$ cat src/rtl/ddr3_chk_pkg.sv
// Shared constants, command/error encodings and the command decoder for the
// DDR3 command-bus protocol checker.
package ddr3_chk_pkg;

  localparam int unsigned NUM_BANKS = 8;
  localparam int unsigned BA_W      = 3;
  localparam int unsigned ADDR_W    = 16;
  localparam int unsigned CODE_W    = 4;
  localparam int unsigned ERR_W     = 3;
  localparam int unsigned CNT_W     = 16;
  localparam int unsigned TMR_W     = 4;

  typedef enum logic [CODE_W-1:0] {
    CMD_NOP  = 4'd0,
    CMD_ACT  = 4'd1,
    CMD_RD   = 4'd2,
    CMD_WR   = 4'd3,
    CMD_PRE  = 4'd4,
    CMD_PREA = 4'd5,
    CMD_REF  = 4'd6,
    CMD_MRS  = 4'd7,
    CMD_ZQ   = 4'd8
  } cmd_e;

  typedef enum logic [ERR_W-1:0] {
    ERR_NONE     = 3'd0,
    ERR_ACT_OPEN = 3'd1,
    ERR_CLOSED   = 3'd2,
    ERR_TRCD     = 3'd3,
    ERR_TRP      = 3'd4,
    ERR_REF_OPEN = 3'd5
  } err_e;

  typedef struct packed {
    cmd_e              code;
    logic [BA_W-1:0]   ba;
    logic [ADDR_W-1:0] addr;
  } cmd_t;

  // rcw = {ras_n, cas_n, we_n}; deselected or clock-disabled cycles are NOPs.
  function automatic cmd_e decode_cmd(input logic cke, input logic cs_n,
                                      input logic [2:0] rcw, input logic a10);
    cmd_e c;
    c = CMD_NOP;
    if (cke && !cs_n) begin
      case (rcw)
        3'b011:  c = CMD_ACT;
        3'b101:  c = CMD_RD;
        3'b100:  c = CMD_WR;
        3'b010:  c = a10 ? CMD_PREA : CMD_PRE;
        3'b001:  c = CMD_REF;
        3'b000:  c = CMD_MRS;
        3'b110:  c = CMD_ZQ;
        default: c = CMD_NOP;
      endcase
    end
    return c;
  endfunction

endpackage

$ cat src/rtl/ddr3_bank_tracker.sv
// One bank's open flag, open row and shared tRCD/tRP down-timer.
module ddr3_bank_tracker
  import ddr3_chk_pkg::*;
#(
  parameter int unsigned TRCD = 6,
  parameter int unsigned TRP  = 6
) (
  input  logic              clk,
  input  logic              rst_n,
  input  logic              act,
  input  logic              close,
  input  logic [ADDR_W-1:0] row_in,
  output logic              open,
  output logic [ADDR_W-1:0] row,
  output logic [TMR_W-1:0]  timer
);

  // The timer means tRCD while open and tRP while closed.
  always_ff @(posedge clk or negedge rst_n) begin
    if (!rst_n) begin
      open  <= 1'b0;
      row   <= '0;
      timer <= '0;
    end else if (act) begin
      open  <= 1'b1;
      row   <= row_in;
      timer <= TMR_W'(TRCD - 1);
    end else if (close) begin
      open  <= 1'b0;
      timer <= TMR_W'(TRP - 1);
    end else if (timer != '0) begin
      timer <= timer - TMR_W'(1);
    end
  end

endmodule

$ cat config.mk
export PLATFORM = sky130hd
export DESIGN_NAME = ddr3_bank_tracker
export DESIGN_NICKNAME = d
export VERILOG_FILES = /design/src/rtl/ddr3_chk_pkg.sv /design/src/rtl/ddr3_bank_tracker.sv
export SDC_FILE = /design/constraint.sdc
export NUM_CORES = 1
export LEC_CHECK = 0
export BUFFER_PORTS_ARGS = -buffer_cell sky130_fd_sc_hd__buf_4
export CAP_MARGIN = 20
export CORE_AREA = 2 2 47 49
export DETAILED_ROUTE_END_ITERATION = 12
export DIE_AREA = 0 0 49 51
export PLACE_DENSITY_LB_ADDON = 0.12
export SLEW_MARGIN = 20
export SYNTH_ARGS = -nofsm -noshare
export SYNTH_HDL_FRONTEND = slang
export SYNTH_SLANG_ARGS = --single-unit
$ cat constraint.sdc
create_clock -name clk -period 2.3 [get_ports clk]
set_input_delay 0.46 -clock clk [delete_from_list [all_inputs] [get_ports clk]]
set_output_delay 0.46 -clock clk [all_outputs]
set_load 0.005 [all_outputs]
### Word level (Yosys, flattened, before mapping)

Index checks and enable logic that the tools add are counted.
W data, S select, Z words.

| operators by class | value |
|---|---|
| $add $sub $neg | 1 |
| multipliers | 0 |
| div/mod/pow operators | 0 |
| $lt $le $gt $ge | 0 |
| equality and inequality tests | 0 |
| shift-type cells | 0 |
| mux-type cells | 5 |
| bitwise logic cells | 0 |
| reduce and logical (&&, ||, !) cells | 3 |

Operators by type and width:

| operator | count |
|---|---|
| $mux W4 | 3 |
| $reduce_bool A4 Y1 | 1 |
| $sub A4 B1 Y4 const B | 1 |
| $reduce_bool A3 Y1 | 1 |
| $mux W1 | 2 |
| $reduce_bool A2 Y1 | 1 |

| storage, ports and cells | value |
|---|---|
| register bits | 21 |
| bits in latches | 0 |
| memory bits (writable) | 0 |
| bits in read-only memories | 0 |
| word-level logic and storage cells | 12 |
| memories | 0 |

### Depth between registers and ports, before layout

Gate-level depths: netlist (run 1).

| logic depth | value |
|---|---|
| depth after elaboration | 4 |
| gate-level depth with buffers | 4 |
| depth with buffers taken out | 4 |

### Worst setup path after synthesis (run 1)

No wires, ideal clock.

| path | value |
|---|---|
| kind | register to register |
| start | reg timer[0] |
| end | reg timer[1] |
| library setup time | 0.125 ns |
| data arrival time | 1.195 ns |
| data required time | 2.175 ns |
| setup slack | 0.980 ns |
| cell stages (with the launch flop) | 5 |
| path buffers | 0 |
| period minus slack after synthesis | 1.320 ns |
| cells stage by stage | dfrtp_1 inv_1 ha_1 nor3b_2 mux2_2 |

| between the ends | value |
|---|---|
| longest elaborated chain between the ends | 4 |

RTL lines:

| element | line | RTL |
|---|---|---|
| start: declaration | ddr3_bank_tracker.sv:15 | `output logic [TMR_W-1:0] timer` |
| start signal: assignment | ddr3_bank_tracker.sv:27 | `timer <= TMR_W'(TRCD - 1);` |
| start signal: assignment | ddr3_bank_tracker.sv:30 | `timer <= TMR_W'(TRP - 1);` |
| start signal: assignment | ddr3_bank_tracker.sv:32 | `timer <= timer - TMR_W'(1);` |
| $sub A4 B1 Y4 | ddr3_bank_tracker.sv:32 |  |
| $mux W4 | ddr3_bank_tracker.sv:31 | `end else if (timer != '0) begin` |
| $mux W4 | ddr3_bank_tracker.sv:28 | `end else if (close) begin` |
| $mux W4 | ddr3_bank_tracker.sv:24 | `end else if (act) begin` |

Several ways; a longest one is shown, not always the timed one. The select of a mux whose other input is x is not followed.
A chain may end at the register's enable or synchronous reset.

### Final worst setup path (run 1)

Same ends and word-level chain as after synthesis.

==> key figures, run 1 <==
Routing
  – Initial DRT Pass Iterations: 3
  – Via Count: 638
  – Drt wl/cell: 12.8 um
  – DRC viols: 0
  – Total wire length: 1680 um
  – Routed Antenna Nets: 0
  – Vias/cell: 4.87
  – DR iter-0 viols: 7

Synth
  – Number of distinct library cells after synthesis: 16
  – Syn_area_per_cell: 14.5 um2
  – Main area contributors after synthesis: dfrtp_1 (58%), mux2_2 (23%), ha_1 (2.8%)
  – Largest area contributor in the netlist: dfrtp_1
  – Post-Syn Area: 898 um2
  – Synthesized Nets: 84
  – #FFs+latches synth: 21
  – Synth async-reset ratio: 100%
  – Post-synth EDFFs: 0
  – Cells after synthesis: 62
  – Synth warn: 0
  – Main synth FF type: dfrtp_1
  – Top-area cell type share of the netlist area: 58.5%
  – Post-synthesis sequential area ratio: 58.5%

GRT
  – Initial antenna violation count: 0
  – Grt total ovfl: 0
  – Number of global-route vias before repair: 665
  – GRT Overall Usage: 15.3%
  – Global-route wire length before repair: 2820 um
  – Largest net degree at the start of global routing: 25

Clock network
  – Post-CTS setup buffer count: 0
  – CTS Sinks: 21
  – Htree depth: 1
  – Root Buffer Master: clkbuf_4
  – Resize count post-CTS: 0
  – Inserted Clock Buffers: 3
  – Worst-Skew Late Latency: 300 ps
  – CTS Buffer Depth: 2
  – CTS tree: done
  – Cts hold-fix bufs: 0
  – Clock slew at reported path FFs: 110 ps

Final layout
  – Final instance area: 0.00123 mm2
  – Fill cell count: 196
  – Number of diodes: 0
  – Area delta synth->final: 36.9%
  – Storage cell area: 526 um2
  – Multi-input logic area: 332 um2
  – Nets@finish: 126
  – Ratio of cells with drive above 1 in the final layout: 60.2%

Pwr
  – Peak VDD IR: 0.000471 V
  – P_leak: 0.000580 uW
  – Pwr dens: 590 mW/mm2
  – Power Total: 725 uW

Worst setup path
  – CP required: 2490 ps
  – Endpoint type of the worst setup path: flop
  – Crit path DAT: 1590 ps
  – Crit-path max FO: 5
  – Max incr delay on CP: 430 ps
  – Worst setup path class: reg -> reg
  – Worst setup SP type: flop
  – Cells along the critical path: inv_1 -> ha_1 -> nor3b_2 -> mux2_2
  – Worst reg2reg setup slack: 900 ps
  – Cells on worst reg2reg path: 4
  – Slowest CP cell: dfrtp_1

Place
  – Placement Setup Slack: 911 ps
  – Port buffer count: 40
  – Hpwl dp: 1280 um
  – Area after DPL: 0.00120 mm2
  – RD Place Congestion: 0.698

Die
  – # IOs: 41
  – Die X: 49 um
  – Die Y: 51 um
  – Core Region: 0.00206 mm2
  – Starting density of the core: 43.5%
  – Die area: 0.00250 mm2
  – # rows: 17

STA
  – Unrepaired setup endpoints after global routing: false
  – Post-route setup TNS: 0 ps
  – WHS: 23.2 ps
  – Skew final: 4.41 ps
  – Final Critical Period: 1400 ps
  – Worst slew pin tran: 276 ps
  – Final cycle utilization of the critical path: 60.9%
  – Final Hold Fails: 0
  – Max Freq: 714 MHz
  – Slew Limit Fails: 0
  – Rel. slew slack: 81.6%
  – Setup violators final: 0
  – Worst Setup Slack, final: 900 ps

Worst hold path
  – Worst Hold Class: in -> async

Outcome
  – Status: finished, final reports clean

Flow run
  – Max Cap Viol: 0
==> path summary, 6_finish.rpt <==
path,startpoint,end
worst max-delay path,timer[0],timer[1]
worst min-delay path,rst_n,row[9]
worst max register to register,timer[0],timer[1]
worst min register to register,open,open
max in group asynchronous,rst_n,row[14]
min in group clk,row_in[0],row[0]
==> worst max-delay path: cells and delay by family (launching register included) <==
kind | cells | cell delay [ps]
adders and majority gates | 1 | 180
muxes | 1 | 360
DFF | 1 | 430
and+or+nand+nor | 1 | 240
buffers and inverters | 1 | 90
==> report_power, final <==
group | leakage [uW] | total (uW) | switching, uW | internal, uW
Combinational | 0.000321 | 134 | 45.7 | 88.7
Clock | 0.0000150 | 173 | 105 | 67.5
Sequential | 0.000245 | 418 | 17.4 | 400
Total | 0.000580 | 725 | 168 | 557
==> Yosys cell counts (2+ instances only) <==
master / count
ha_1: 2
dfrtp_1: 21
nor3_1: 3
nand2b_1: 2
mux2_2: 18
inv_1: 3
nor3b_1: 3
buf_6: 2
==> layer usage <==
layer | vias to the layer above | part of all wire [%] | track usage, %
li1 | 300 | - | -
met1 | 320 | 37 | 16.3
met2 | 16 | 57 | 27.4
met3 | 2 | 5.4 | 3.22
met4 | 0 | 0.78 | 10.0
met5 | - | 0 | 0
==> final cells by class <==
type | count | share of cell area (%)
Sequential cell | 21 | 42.7
Multi-Input combinational cell | 35 | 27.0
Timing Repair Buffer | 40 | 24.4
Tap cell | 28 | 2.85
Clock buffer | 4 | 2.14
Inverter | 3 | 0.916
==> flip-flops by register name, summed over array words and instances (netlist names) <==
signal / count
row: 16
timer: 4
open: 1
==> cells in the final DEF (no fill, tap or decap), drive strengths merged <==
cell type / netlist / final
nor3: 3 / 3
nor3b: 4 / 4
mux2: 18 / 18
dfrtp: 21 / 21
buf: 3 / 40
ha: 2 / 2
nor2: 1 / 1
o211ai: 1 / 1
clkbuf: 0 / 4
mux2i: 1 / 1
inv: 3 / 3
nor4: 1 / 1
nand2b: 2 / 2
a21o: 1 / 1
nor2b: 1 / 1
==> logic make-up after synthesis <==
family                     share of synthesized area, %
muxes                                              23.7
buffers and inverters                              4.60
DFF                                                58.5
AOI/OAI and AO/OA                                  1.67
and+or+nand+nor                                    8.77
adders and majority gates                          2.79
==> through the flow <==
| stage | util (%) | std cells |
|---|---|---|
| after floorplan | - | 62 |
| after global placement | 58.3 | 127 |
| after detailed placement | 58.3 | 127 |
| after CTS | 59.6 | 131 |
| after global routing | 59.6 | 131 |
| final | 59.6 | 131 |
No activity file was read; power rests on OpenSTA's default activity.
==> run 2: changes to the inputs <==
--- a/config.mk
+++ b/config.mk
@@ -7,9 +7,9 @@
 export LEC_CHECK = 0
 export BUFFER_PORTS_ARGS = -buffer_cell sky130_fd_sc_hd__buf_4
 export CAP_MARGIN = 20
-export CORE_AREA = 2 2 47 49
+export CORE_AREA = 2 2 51 53
 export DETAILED_ROUTE_END_ITERATION = 12
-export DIE_AREA = 0 0 49 51
+export DIE_AREA = 0 0 53 55
 export PLACE_DENSITY_LB_ADDON = 0.12
 export SLEW_MARGIN = 20
 export SYNTH_ARGS = -nofsm -noshare
==> constraint.sdc (replaced) <==
create_clock -name clk -period 1.2 [get_ports clk]
set_input_delay 0.24 -clock clk [delete_from_list [all_inputs] [get_ports clk]]
set_output_delay 0.24 -clock clk [all_outputs]
set_load 0.005 [all_outputs]
==> run 2 against run 1 <==
  * The flow now finishes with violations (setup timing)
  * Core utilization shrank 4.1 points
  * First-iteration DRC count shrank 71%
  * Sequential cell count is the same
  * Sequential power grew 91%
  * Combinational power grew 110%
  * Via count grew 1.7%
  * Fmax grew 13%
==> key figures, run 2 (same netlist as run 1, synthesis figures left out) <==
Pwr
  – Switching Fraction: 23.5% (+0.26 points)
  – Sw Pwr: 332 uW (+97%)
  – Pwr dens: 1080 mW/mm2 (+83%)
  – Pint: 1080 uW (+95%)
  – Sequential power share: 56.5% (-1.1 points)
  – Logic gate share of total power: 19.8% (+1.3 points)
  – P_leak: 0.000613 uW (+5.6%)
  – Clock power frac: 23.7% (about the same)
  – Peak VDD IR: 0.000819 V (+74%)

Worst setup path
  – Worst setup path class: reg -> reg
  – Crit path DAT: 1440 ps (-150 ps)
  – CP required: 1400 ps (-1090 ps)
  – Worst setup SP type: flop
  – Endpoint type of the worst setup path: flop
  – Crit-path max FO: 2 (-3)

Clock network
  – CTS Sinks: 21 (unchanged)
  – CTS tree: done
  – Post-CTS setup buffer count: 0 (unchanged)
  – Clock slew at reported path FFs: 120 ps (about the same)
  – Htree depth: 1 (unchanged)
  – Root Buffer Master: clkbuf_4
  – Inserted Clock Buffers: 3 (unchanged)
  – CTS Buffer Depth: 2 (unchanged)
  – Worst-Skew Late Latency: 300 ps (about the same)

Place
  – Placement Setup Slack: -58.1 ps (-969 ps)
  – Port buffer count: 40 (unchanged)
  – RD Place Congestion: 0.701 (+0.40%)
  – Hpwl dp: 1210 um (-5.4%)
  – Area after DPL: 0.00126 mm2 (+5.0%)

STA
  – Final Critical Period: 1240 ps (-164 ps)
  – Worst slew pin tran: 288 ps (+11.9 ps)
  – Final Hold Fails: 0 (unchanged)
  – Unrepaired setup endpoints after global routing: true
  – Max Freq: 809 MHz (+13%)
  – Setup violators final: 4 (+4)
  – Final cycle utilization of the critical path: 103% (+42 points)
  – Worst Setup Slack, final: -36.1 ps (-936 ps)
  – Slew Limit Fails: 0 (unchanged)
  – WHS: 162 ps (+139 ps)
  – Skew final: 7.49 ps (+3.08 ps)
  – Rel. slew slack: 80.8% (-0.79 points)

Die
  – Die Y: 55 um (+7.8%)
  – Die X: 53 um (+8.2%)
  – Starting density of the core: 38.0% (-5.6 points)
  – # IOs: 41 (unchanged)
  – Die area: 0.00292 mm2 (+17%)
  – # rows: 18 (+1)
  – Core Region: 0.00236 mm2 (+15%)

Flow run
  – Max Cap Viol: 0 (unchanged)

Final layout
  – Layout Utilization: 55.5% (-4.1 points)
  – Area delta synth->final: 46.1%
  – Largest regs: row x16, timer x4, open x1
  – Largest register FFs: 16 (unchanged)
  – Most common cell after layout, fill and taps aside: buf_4
  – Fill cell count: 215 (+9.7%)
  – Nets@finish: 133 (+5.6%)
  – Final instance area: 0.00131 mm2 (+6.7%)
  – Commonest cells after routing, fill and taps aside: buf_4 (46), dfrtp_1 (19), mux2_2 (17)
  – Largest reg by FF count: row
  – Ratio of cells with drive above 1 in the final layout: 66.4% (+6.2 points)
  – Number of diodes: 0 (unchanged)

Routing
  – Routed Antenna Nets: 0 (unchanged)
  – Vias/cell: 4.64 (-4.8%)
  – Drt wl/cell: 12.0 um (-6.2%)
  – DR iter-0 viols: 2 (-5)
  – Via Count: 649 (+1.7%)
  – DRC viols: 0 (unchanged)
  – Initial DRT Pass Iterations: 4 (+1)
  – Total wire length: 1680 um (+0.24%)

GRT
  – GRT Overall Usage: 12.8% (-2.4 points)
  – Number of global-route vias before repair: 576 (-13%)
  – Largest net degree at the start of global routing: 25 (unchanged)
  – Initial antenna violation count: 0 (unchanged)
  – Grt total ovfl: 0 (unchanged)
  – Global-route wire length before repair: 2660 um (-5.6%)

Worst hold path
  – Worst Hold Class: in -> reg

Outcome
  – Failing checks: setup timing
  – Status: complete, but fails checks
run 2: cell types whose count changed in the layout (fill, tap and decap cells not counted):
cell / delta
dfrtp_2: +2
inv_1: -2
nor3b_2: -1
ha_1: -1
ha_4: +1
buf_4: +6
nor3b_4: +1
dlygate4sd3_1: +1
inv_2: +2
dfrtp_1: -2
mux2_2: -1
mux2_4: +1
run 2: power groups by stage:
stage	logic (uW)	clock network [uW]	registers [uW]
after floorplan	99.1	0	819
after global placement	275	0	811
after detailed placement	280	0	814
after CTS	286	360	802
after global routing	308	387	809
final	280	336	800
run 2: per-layer routing:
layer	up-vias	track usage, %	part of all wire (%)
met5	-	0	0
met4	0	6.41	0.89
met3	2	3.49	6.1
met2	20	18.1	46
met1	313	18.0	47
li1	314	-	-
run 2: worst paths after layout:
path                            start       end  slack, ps  depth (start not counted)
max                          timer[1]  timer[1]        -40                          4
min                        row_in[14]   row[14]        160                          2
max reg2reg                  timer[1]  timer[1]        -40                          4
min reg2reg                      open      open        500                          1
max in group asynchronous       rst_n  timer[2]        610                          2
min in group asynchronous       rst_n  timer[0]        340                          2
run 2: through the flow:
step / instances / TNS [ps] / total power, uW
after floorplan: 62 / -99.5 / 918
after global placement: 135 / -36.6 / 1090
after detailed placement: 135 / -58.1 / 1090
after CTS: 140 / -126 / 1450
after global routing: 140 / -355 / 1500
final: 140 / -80.1 / 1420
run 2: worst max-delay path, cell delays in order, from the launching register on:
cell,delay (ps)
dfrtp_1,410
inv_2,80
ha_4,130
nor3b_4,200
mux2_4,310
run 2: layout make-up:
class	count	area [um2]	area share [%]
Timing Repair Buffer	47	355	27.1
Tap cell	30	37.5	2.86
Sequential cell	21	528	40.2
Inverter	3	11.3	0.858
Clock buffer	4	26.3	2.00
Multi-Input combinational cell	35	354	27.0
run 2: repair_timing:
action                                 4_1_cts  5_1_grt
endpoints found under the hold margin       21        0
resized for setup                            3        2
pin swaps                                    1        1
hold buffers                                 1        0
setup endpoints to repair                    4        7
==> run 3: changes to the inputs <==
--- a/config.mk
+++ b/config.mk
@@ -11,6 +11,7 @@
 export DETAILED_ROUTE_END_ITERATION = 12
 export DIE_AREA = 0 0 53 55
 export PLACE_DENSITY_LB_ADDON = 0.12
+export SETUP_SLACK_MARGIN = 0.3
 export SLEW_MARGIN = 20
 export SYNTH_ARGS = -nofsm -noshare
 export SYNTH_HDL_FRONTEND = slang
==> run 3 against run 2 <==
  * The run still ends with setup timing left
  * Wire length increased by 9.5%
  * Register-to-register slack worse by 40 ps
  * Power rose by 4.5%
  * Clock power down 2%
  * Worst hold slack worse by 1.8 ps
  * First-iteration DRC count unchanged
  * Core utilization up 5.8 points
  * Non-clock buffer count increased by 3
  * Cell count grew 2.1%
  * Clock skew grew 0.56 ps
  * Count of clock-buffer cells in the layout decreased by 1
  * Critical path type unchanged
==> key figures, run 3 (same netlist as run 1, synthesis figures left out) <==
Outcome
  – Status: complete, but fails checks
  – Failing checks: setup timing

Pwr
  – Power Total: 1480 uW (+4.5%)
  – Sequential power share: 54.8% (-1.7 points)
  – P_leak: 0.000668 uW (+9.0%)
  – Logic gate share of total power: 22.9% (+3.1 points)
  – Clock power frac: 22.2% (-1.5 points)
  – Pwr dens: 1020 mW/mm2 (-5.4%)
  – Sw Pwr: 350 uW (+5.3%)
  – Peak VDD IR: 0.000863 V (+5.4%)
  – Pint: 1130 uW (+4.3%)
  – Switching Fraction: 23.7% (+0.18 points)

Routing
  – Routed Antenna Nets: 0 (unchanged)
  – DR iter-0 viols: 2 (unchanged)
  – Vias/cell: 4.59 (-1.0%)
  – Total wire length: 1840 um (+9.5%)
  – DRC viols: 0 (unchanged)
  – Via Count: 656 (+1.1%)
  – Drt wl/cell: 12.9 um (+7.2%)
  – Initial DRT Pass Iterations: 3 (-1)

STA
  – Slew Limit Fails: 0 (unchanged)
  – Final cycle utilization of the critical path: 106% (+3.2 points)
  – Skew final: 8.04 ps (+0.558 ps)
  – Rel. slew slack: 80.6% (-0.18 points)
  – Post-route setup TNS: -178 ps (-98.2 ps)
  – Worst slew pin tran: 288 ps (+0.0721 ps)
  – Worst Setup Slack, final: -74.7 ps (-38.6 ps)
  – Final Critical Period: 1270 ps (+38.6 ps)
  – Final Hold Fails: 0 (unchanged)
  – Max Freq: 784 MHz (-3.0%)
  – Setup violators final: 4 (unchanged)
  – Unrepaired setup endpoints after global routing: true

Worst setup path
  – Worst setup path class: reg -> reg
  – Crit-path max FO: 3 (+1)
  – Cell family with most CP delay: flip-flops
  – Endpoint type of the worst setup path: flop
  – Cells along the critical path: inv_2 -> ha_4 -> nor3b_4 -> mux2_4
  – CP required: 1400 ps (about the same)
  – Max incr delay on CP: 410 ps (about the same)
  – Worst setup SP type: flop
  – Crit path DAT: 1470 ps (+30 ps)
  – Crit path buffers/inverters: 1 (unchanged)
  – Slowest CP cell: dfrtp_1

Clock network
  – CTS Buffer Depth: 2 (unchanged)
  – Root Buffer Master: clkbuf_4
  – Clock slew at reported path FFs: 120 ps (about the same)
  – Worst-Skew Late Latency: 300 ps (about the same)
  – Inserted Clock Buffers: 3 (unchanged)
  – CTS Sinks: 21 (unchanged)
  – CTS tree: done
  – Htree depth: 1 (unchanged)

Die
  – Die Y: 55 um (unchanged)
  – Core Region: 0.00236 mm2 (unchanged)
  – # IOs: 41 (unchanged)
  – Die area: 0.00292 mm2 (unchanged)
  – Starting density of the core: 38.0% (unchanged)
  – # rows: 18 (unchanged)
  – Die X: 53 um (unchanged)

GRT
  – Global-route wire length before repair: 2950 um (+11%)
  – GRT Overall Usage: 14.3% (+1.5 points)
  – Initial antenna violation count: 0 (unchanged)
  – Grt total ovfl: 0 (unchanged)
  – Number of global-route vias before repair: 656 (+14%)
  – Largest net degree at the start of global routing: 25 (unchanged)

Place
  – Port buffer count: 40 (unchanged)
  – Hpwl dp: 1300 um (+7.4%)
  – RD Place Congestion: 0.749 (+6.7%)
  – Placement Setup Slack: -107 ps (-48.9 ps)

Final layout
  – Most common cell after layout, fill and taps aside: buf_4
  – Commonest cells after routing, fill and taps aside: buf_4 (26), buf_6 (23), dfrtp_1 (19)
  – Largest reg by FF count: row
  – Layout Utilization: 61.3% (+5.8 points)
  – Area delta synth->final: 61.4%
  – Ratio of cells with drive above 1 in the final layout: 69.9% (+3.5 points)
  – Number of diodes: 0 (unchanged)
  – Largest register FFs: 16 (unchanged)
  – Largest regs: row x16, timer x4, open x1
  – Nets@finish: 136 (+2.3%)

Flow run
  – Max Cap Viol: 0 (unchanged)

Worst hold path
  – Worst Hold Class: in -> reg
[run 3: cell types whose count changed in the layout (fill, tap and decap cells not counted), sizes merged]
cell,change
buf,+3
clkbuf,-1
clkinv,+1
[run 3: timing repair]
action                                  CTS  global route
pin swaps                                 2             0
hold buffers                              1             0
hold endpoints to repair                 21             0
buffers inserted                          3             1
resized for setup                        26             6
endpoints found under the setup margin   25            25
[run 3: layout make-up]
type | instances | area (um2)
clock buffer | 3 | 22.5
clock inverter | 1 | 5.00
fill | 204 | 915
inverter | 3 | 11.3
multi-input combinational | 35 | 382
sequential | 21 | 528
tap | 30 | 37.5
timing repair buffer | 50 | 464
[run 3: path summary, 6_finish.rpt]
| kind | from | to | slack, ps | cells after the start |
|---|---|---|---|---|
| setup / recovery | timer[0] | timer[1] | -70 | 4 |
| hold / removal | row_in[3] | row[3] | 160 | 2 |
| setup reg to reg | timer[0] | timer[1] | -70 | 4 |
| hold reg to reg | open | open | 530 | 1 |
| max in group asynchronous | rst_n | timer[3] | 610 | 2 |
| min in group asynchronous | rst_n | timer[1] | 350 | 2 |
[run 3: metrics by stage]
step,hold slack (ps),cells,area [um2]
after floorplan,-55.6,62,915
after global placement,141,134,1260
after detailed placement,140,134,1260
after CTS,149,142,1420
after global routing,129,143,1450
final,160,143,1450
[run 3: worst reg2reg max path, cell delays in order (launching register included)]
cell and delay (ps):
dfrtp_1 410, inv_2 90, ha_4 140, nor3b_4 210
mux2_4 320
[run 3: per-layer routing]
metal | routed length, um | GRT usage (%) | share of wire [%] | vias to the layer above
met3 | 103 | 3.76 | 5.6 | 2
met1 | 710 | 14.7 | 39 | 316
met4 | 15 | 7.69 | 0.82 | 0
li1 | - | - | - | 318
met5 | 0 | 0 | 0 | -
met2 | 1010 | 26.7 | 55 | 20
[run 3: power groups by stage]
stage	Sequential, uW	Clock [uW]	Combinational, uW
6_report	812	329	339
5_1_grt	819	391	370
4_1_cts	812	349	332
3_5_place_dp	814	0	279
3_3_place_gp	812	0	273
2_1_floorplan	819	0	99.4
